==> src/rtl/scanner_ctrl_if.sv <==
// Control and status bundle between a scanner sequencer and the logic that commands it.
interface scanner_ctrl_if;
  logic       start;
  logic       xfer_req;
  logic       flush_req;
  logic [2:0] state;
  logic [3:0] fill;
  logic       wake_peer;
  logic       done;

  modport slave (
    input  start, xfer_req, flush_req,
    output state, fill, wake_peer, done
  );

  modport master (
    output start, xfer_req, flush_req,
    input  state, fill, wake_peer, done
  );
endinterface

==> src/rtl/scanner_ctrl.sv <==
// Scanner unit sequencer: low-power, warm-up, scan, idle, then transfer or flush of the buffer.
// Fill is tracked in tenths; wake_peer and done are single-cycle registered pulses.
module scanner_ctrl #(
  parameter int WARMUP_CYC   = 3,
  parameter int FULL_LEVEL   = 10,
  parameter int WAKE_LEVEL   = 8,
  parameter int IDLE_TIMEOUT = 15,
  parameter int FLUSH_STEP   = 2
) (
  input  logic           clk,
  input  logic           reset,
  scanner_ctrl_if.slave  bus
);
  typedef enum logic [2:0] {
    S_LOWPOWER = 3'b000,
    S_STANDBY  = 3'b001,
    S_SCANNING = 3'b010,
    S_IDLE     = 3'b011,
    S_XFER     = 3'b100,
    S_FLUSH    = 3'b101
  } state_t;

  localparam logic [3:0] WARM_LAST = 4'(WARMUP_CYC - 1);
  localparam logic [7:0] IDLE_LAST = 8'(IDLE_TIMEOUT - 1);
  localparam logic [3:0] FULL      = 4'(FULL_LEVEL);
  localparam logic [3:0] WAKE      = 4'(WAKE_LEVEL);
  localparam logic [3:0] STEP      = 4'(FLUSH_STEP);

  state_t     state_q;
  logic [3:0] fill_q;
  logic       wake_q;
  logic       done_q;
  logic [3:0] warm_q;
  logic [7:0] idle_q;

  logic [3:0] fill_inc_d;
  logic [3:0] fill_dec_d;
  logic [3:0] fill_flush_d;

  // Candidate fill values; the decrements saturate at zero so a drain can never wrap.
  always_comb begin
    fill_inc_d   = fill_q + 4'd1;
    fill_dec_d   = (fill_q == 4'd0) ? 4'd0 : fill_q - 4'd1;
    fill_flush_d = (fill_q > STEP) ? fill_q - STEP : 4'd0;
  end

  always_ff @(posedge clk or posedge reset) begin
    if (reset) begin
      state_q <= S_LOWPOWER;
      fill_q  <= 4'd0;
      wake_q  <= 1'b0;
      done_q  <= 1'b0;
      warm_q  <= 4'd0;
      idle_q  <= 8'd0;
    end else begin
      wake_q <= 1'b0;
      done_q <= 1'b0;
      case (state_q)
        S_LOWPOWER: begin
          if (bus.start) begin
            state_q <= S_STANDBY;
            warm_q  <= 4'd0;
            fill_q  <= 4'd0;
          end
        end
        S_STANDBY: begin
          if (warm_q == WARM_LAST) state_q <= S_SCANNING;
          else                     warm_q  <= warm_q + 4'd1;
        end
        S_SCANNING: begin
          fill_q <= fill_inc_d;
          if (fill_inc_d == WAKE) wake_q <= 1'b1;
          if (fill_inc_d == FULL) begin
            state_q <= S_IDLE;
            idle_q  <= 8'd0;
          end
        end
        // Explicit requests outrank the timeout even on the timeout cycle itself.
        S_IDLE: begin
          if (bus.xfer_req)            state_q <= S_XFER;
          else if (bus.flush_req)      state_q <= S_FLUSH;
          else if (idle_q == IDLE_LAST) state_q <= S_FLUSH;
          else                         idle_q  <= idle_q + 8'd1;
        end
        S_XFER: begin
          fill_q <= fill_dec_d;
          if (fill_dec_d == 4'd0) begin
            state_q <= S_LOWPOWER;
            done_q  <= 1'b1;
          end
        end
        S_FLUSH: begin
          fill_q <= fill_flush_d;
          if (fill_flush_d == 4'd0) begin
            state_q <= S_LOWPOWER;
            done_q  <= 1'b1;
          end
        end
        default: begin
          state_q <= S_LOWPOWER;
          fill_q  <= 4'd0;
        end
      endcase
    end
  end

  assign bus.state     = state_q;
  assign bus.fill      = fill_q;
  assign bus.wake_peer = wake_q;
  assign bus.done      = done_q;
endmodule

==> src/flat_wrapper.sv <==
// flat-port wrapper written by rule: the top's interface ports become plain ports
module scanner_ctrl_flat 
#(
  parameter int WARMUP_CYC   = 3,
  parameter int FULL_LEVEL   = 10,
  parameter int WAKE_LEVEL   = 8,
  parameter int IDLE_TIMEOUT = 15,
  parameter int FLUSH_STEP   = 2
)
  (clk, reset, bus_start, bus_xfer_req, bus_flush_req, bus_state, bus_fill, bus_wake_peer, bus_done);
  scanner_ctrl_if bus_i ();
  input  logic clk;
  input  logic reset;
  input wire logic [$bits(bus_i.start)-1:0] bus_start;
  input wire logic [$bits(bus_i.xfer_req)-1:0] bus_xfer_req;
  input wire logic [$bits(bus_i.flush_req)-1:0] bus_flush_req;
  output wire logic [$bits(bus_i.state)-1:0] bus_state;
  output wire logic [$bits(bus_i.fill)-1:0] bus_fill;
  output wire logic [$bits(bus_i.wake_peer)-1:0] bus_wake_peer;
  output wire logic [$bits(bus_i.done)-1:0] bus_done;
  assign bus_i.start = bus_start;
  assign bus_i.xfer_req = bus_xfer_req;
  assign bus_i.flush_req = bus_flush_req;
  assign bus_state = bus_i.state;
  assign bus_fill = bus_i.fill;
  assign bus_wake_peer = bus_i.wake_peer;
  assign bus_done = bus_i.done;
  scanner_ctrl #(.WARMUP_CYC(WARMUP_CYC), .FULL_LEVEL(FULL_LEVEL), .WAKE_LEVEL(WAKE_LEVEL), .IDLE_TIMEOUT(IDLE_TIMEOUT), .FLUSH_STEP(FLUSH_STEP)) u_core (.clk(clk), .reset(reset), .bus(bus_i));
endmodule
==> config.mk <==
export PLATFORM = sky130hd
export DESIGN_NAME = scanner_ctrl_flat
export DESIGN_NICKNAME = d
export VERILOG_FILES = /design/src/rtl/scanner_ctrl_if.sv /design/src/rtl/scanner_ctrl.sv /design/src/flat_wrapper.sv
export SDC_FILE = /design/constraint.sdc
export NUM_CORES = 1
export LEC_CHECK = 0
export BUFFER_PORTS_ARGS = -buffer_cell sky130_fd_sc_hd__buf_2
export CAP_MARGIN = 20
export CORE_MARGIN = 1
export CORE_UTILIZATION = 40
export DETAILED_ROUTE_END_ITERATION = 10
export HOLD_SLACK_MARGIN = 0.1
export SETUP_SLACK_MARGIN = 0.15
export SLEW_MARGIN = 25
export SYNTH_ARGS = -nofsm -noshare
export SYNTH_HDL_FRONTEND = slang
export SYNTH_SLANG_ARGS = --single-unit
==> constraint.sdc <==
create_clock -name clk -period 6.05 [get_ports clk]
set_input_delay 0.9075 -clock clk [delete_from_list [all_inputs] [get_ports clk]]
set_output_delay 0.9075 -clock clk [all_outputs]
set_load 0.01 [all_outputs]
==> summary.md <==
| Metric | Value |
|---|---|
| Setup TNS | `0 ns` |
| Synth warnings | `0` |
| Post-Place Setup Slack | `approximately 3.5 ns` |
| Post-synth EDFFs | `0` |
| Internal Power | `~380 uW` |
| Synth cell types | `46` |
| Cell Area, Synth | `between 0.0015 and 0.002 mm2` |
| Clock buffer count from CTS | `3` |
| Maximum vdd drop | `0.2195 mV` |
| Post-Syn Area per Cell | `around 9 um2` |
| Sw frac | `about 48%` |
| FP Rows | `22` |
| Area growth syn-to-layout | `8.429%` |
| Worst Max-Slew Pin Slew | `about 0.84 ns` |
| Fin crit share | `42.24%` |
| Initial Util | `41.76%` |
| Vias per inst | `5.691` |
| Critical Path Max Stage Delay | `0.55 ns` |
| Clock transition at path regs | `~0.080 ns` |
| Max Freq | `just under 0.4 GHz` |
| CP endpoint kind | `flop` |
| Final core utilization | `between 40% and 50%` |
| CTS tree | `built` |
| Initial DRC Count | `94` |
| Tightest Hold Check Type | `reg -> reg` |
| Die area | `around 0.004 mm2` |
| Maxcap violations | `0` |
| M1 WL | `roughly 1500 um` |
| Crit path depth | `6` |
| Adder-Cell Fraction of Synth Area | `about a tenth` |
| Worst hold slack | `around 0.52 ns` |
| Synth Area in Compound Gates | `between 20% and 30%` |
| Combinational Power Share | `about 50%` |
| Worst R2R Path Depth | `6` |
| P_leak | `between 0.7 and 0.8 nW` |
| Critical setup path kind | `reg -> reg` |
| # fillers | `359` |
| Reg area | `525.5 um2` |
| Final Wtd Congestion | `0.9231` |
| Multi-input combinational cell area | `~910 um2` |
| Sequential share of power | `between 30 and 40%` |
| Post-Synth XOR/XNOR Area | `roughly 1.1%` |
| Crit path max-delay family | `compound AO/OA/AOI/OAI gates` |
| Post-DRT Antenna Nets | `0` |
| Vias in the first global route | `around 1300` |
| Final Setup Violations | `0` |
| Slew Viols, Final | `0` |
| Die W | `around 64 um` |
| Mapped Cells | `roughly 170` |
| Crit-path max FO | `14` |
| Clock Path Buffers | `2` |
| Post-DR wirelength/cell | `14.19 um` |
| Synth async-reset ratio | `100.0%` |
| Cell Chain, Critical Path | `ha_1 -> xor2_1 -> a2111oi_2 -> o211ai_2 -> or4_1 -> a21boi_1` |
| Crit path DAT | `~2.8 ns` |
| Largest family of logic cells by synthesized area | `simple AND/OR/NAND/NOR gates` |
| Crit path required time | `6.24 ns` |
| Post-synthesis sequential area ratio | `34.37%` |
| Syn_nets | `roughly 190` |
| H-Tree Depth | `1` |
| Final setup margin | `roughly 3.5 ns` |
| Clock sinks | `21` |
| Fin crit period | `approximately 2.6 ns` |
| Total Wirelength | `approximately 3300 um` |
| Die height | `about 64 um` |
| Mux cell area share after synthesis | `between 1 and 1.5%` |
| GRT overflow | `0` |
| Fin. Hold Viols | `0` |
| Port Buf Inserts | `13` |
| Worst Path Buf+Inv | `0` |
| Layout cell share with drive strength beyond 1 | `14.84%` |
| Status | `completed` |
| Core area | `approximately 0.0037 mm2` |
| Cts repair resizes | `0` |
| Largest net degree at the start of global routing | `22` |
| NetSw | `around 350 uW` |
| Top sig layer | `met4` |
| First-pass GRT wire length | `around 5700 um` |
| Area share of and/or/nand/nor cells after synthesis | `about 24%` |
| Via count | `~1300` |
| Nets | `200` |
| Met3 wire length | `124 um` |
| Startpoint types | `flop` |
| Drt pass-1 iters | `6` |
| FF+latch count, synth | `21` |
| Antenna Diode Count | `0` |
| PD cells | `440.1 mW/mm2` |
| Clock skew | `between 0.003 and 0.004 ns` |
| Clock tree root driver cell | `clkbuf_8` |
| HPWL Detailed | `approximately 2400 um` |
| Routed met2 length | `1569 um` |
| Ys flop type | `dfrtp_1` |
| Clock power frac | `between 10% and 20%` |
| GRT Overall Usage | `17.46%` |
| Setup Buffers After CTS | `0` |
| Number of I/O pins | `14` |
| Latest clock arrival within the worst-skew pair | `between 0.2 and 0.3 ns` |
| Hold-fix buffers, CTS | `0` |
| Initial antenna violation count | `0` |
| DRC | `0` |
| Hold path cells | `1` |
| RSZ-0062 raised after global routing | `no` |
| Normalized max-slew margin | `44.27%` |
| Worst path slowest cell | `or4_1` |
logic make-up after synthesis:
kind of cell    Yosys count
mux                       2
simple gates             63
fa+ha+maj                12
buf+inv                  20
xor+xnor                  2
flops                    21
compound gates           52
power groups by stage:
stage	clock network [mW]	registers [mW]	logic [mW]
after floorplan	0	0.238	0.311
final	0.0947	0.270	0.365
after global routing	0.103	0.284	0.414
after CTS	0.0986	0.269	0.366
after detailed placement	0	0.273	0.361
after global placement	0	0.270	0.358
metal layers:
metal,track usage (%),vias to the layer above
li1,-,654
met1,22.38,616
met2,30.05,29
met3,2.500,10
met4,5.398,0
met5,0,-
per-stage QoR:
| stage | total power [mW] | cells | instance area (um2) |
|---|---|---|---|
| floorplan | 0.5487 | 172 | 1529 |
| global placement | 0.6282 | 226 | 1613 |
| detailed placement | 0.6340 | 226 | 1613 |
| CTS | 0.7337 | 230 | 1658 |
| global route | 0.8009 | 230 | 1658 |
| finish | 0.7296 | 230 | 1658 |
cell type report:
type                       count  share of cell area [%]
inverter                      13                   2.943
clock buffer                   4                   2.717
timing repair buffer          13                   3.925
tap                           48                   3.623
sequential                    21                   31.70
multi-input combinational    131                   55.09
Yosys cell counts, drive strengths merged (3+ instances only):
| cell | n | area (um2) |
|---|---|---|
| nand3 | 8 | 40.04 |
| or4 | 5 | 37.54 |
| nor3b | 3 | 22.52 |
| nor2 | 7 | 26.28 |
| ha | 12 | 150.1 |
| a21oi | 7 | 35.03 |
| buf | 5 | 33.78 |
| o21ai | 17 | 85.08 |
| nand2b | 4 | 25.02 |
| o31ai | 5 | 37.54 |
| inv | 13 | 48.80 |
| dfrtp | 21 | 525.5 |
| a21boi | 5 | 37.53 |
| nand2 | 15 | 56.30 |
| nor3 | 4 | 20.02 |
| a31oi | 3 | 18.77 |
sequential cells by signal, indices dropped and copies added (netlist names):
name / cells
u_core.idle_q: 8
u_core.bus.fill: 4
u_core.warm_q: 4
u_core.bus.state: 3
u_core.bus.done: 1
u_core.bus.wake_peer: 1
path summary, 6_finish.rpt:
| check | to | slack [ns] | from |
|---|---|---|---|
| worst min register to register | u_core.warm_q[2] | 0.52 | u_core.warm_q[2] |
| worst min-delay path | u_core.warm_q[2] | 0.52 | u_core.warm_q[2] |
| worst max register to register | u_core.idle_q[4] | 3.49 | u_core.bus.fill[0] |
| worst max-delay path | u_core.idle_q[4] | 3.49 | u_core.bus.fill[0] |
| min in group asynchronous | u_core.warm_q[3] | 0.80 | reset |
| max in group asynchronous | u_core.bus.done | 4.74 | reset |
cells in the final DEF, fill, tap and decap left out, types with 4 or more instances in the layout:
master    count
a21oi_1       7
buf_2        13
dfrtp_1      21
ha_1         12
inv_1        13
nand2_1      15
nand2b_1      4
nand3_1       8
nor2_1        7
nor3_1        4
o21ai_0      17
o31ai_1       5
or4_1         5
No activity file was read; power rests on OpenSTA's default activity.
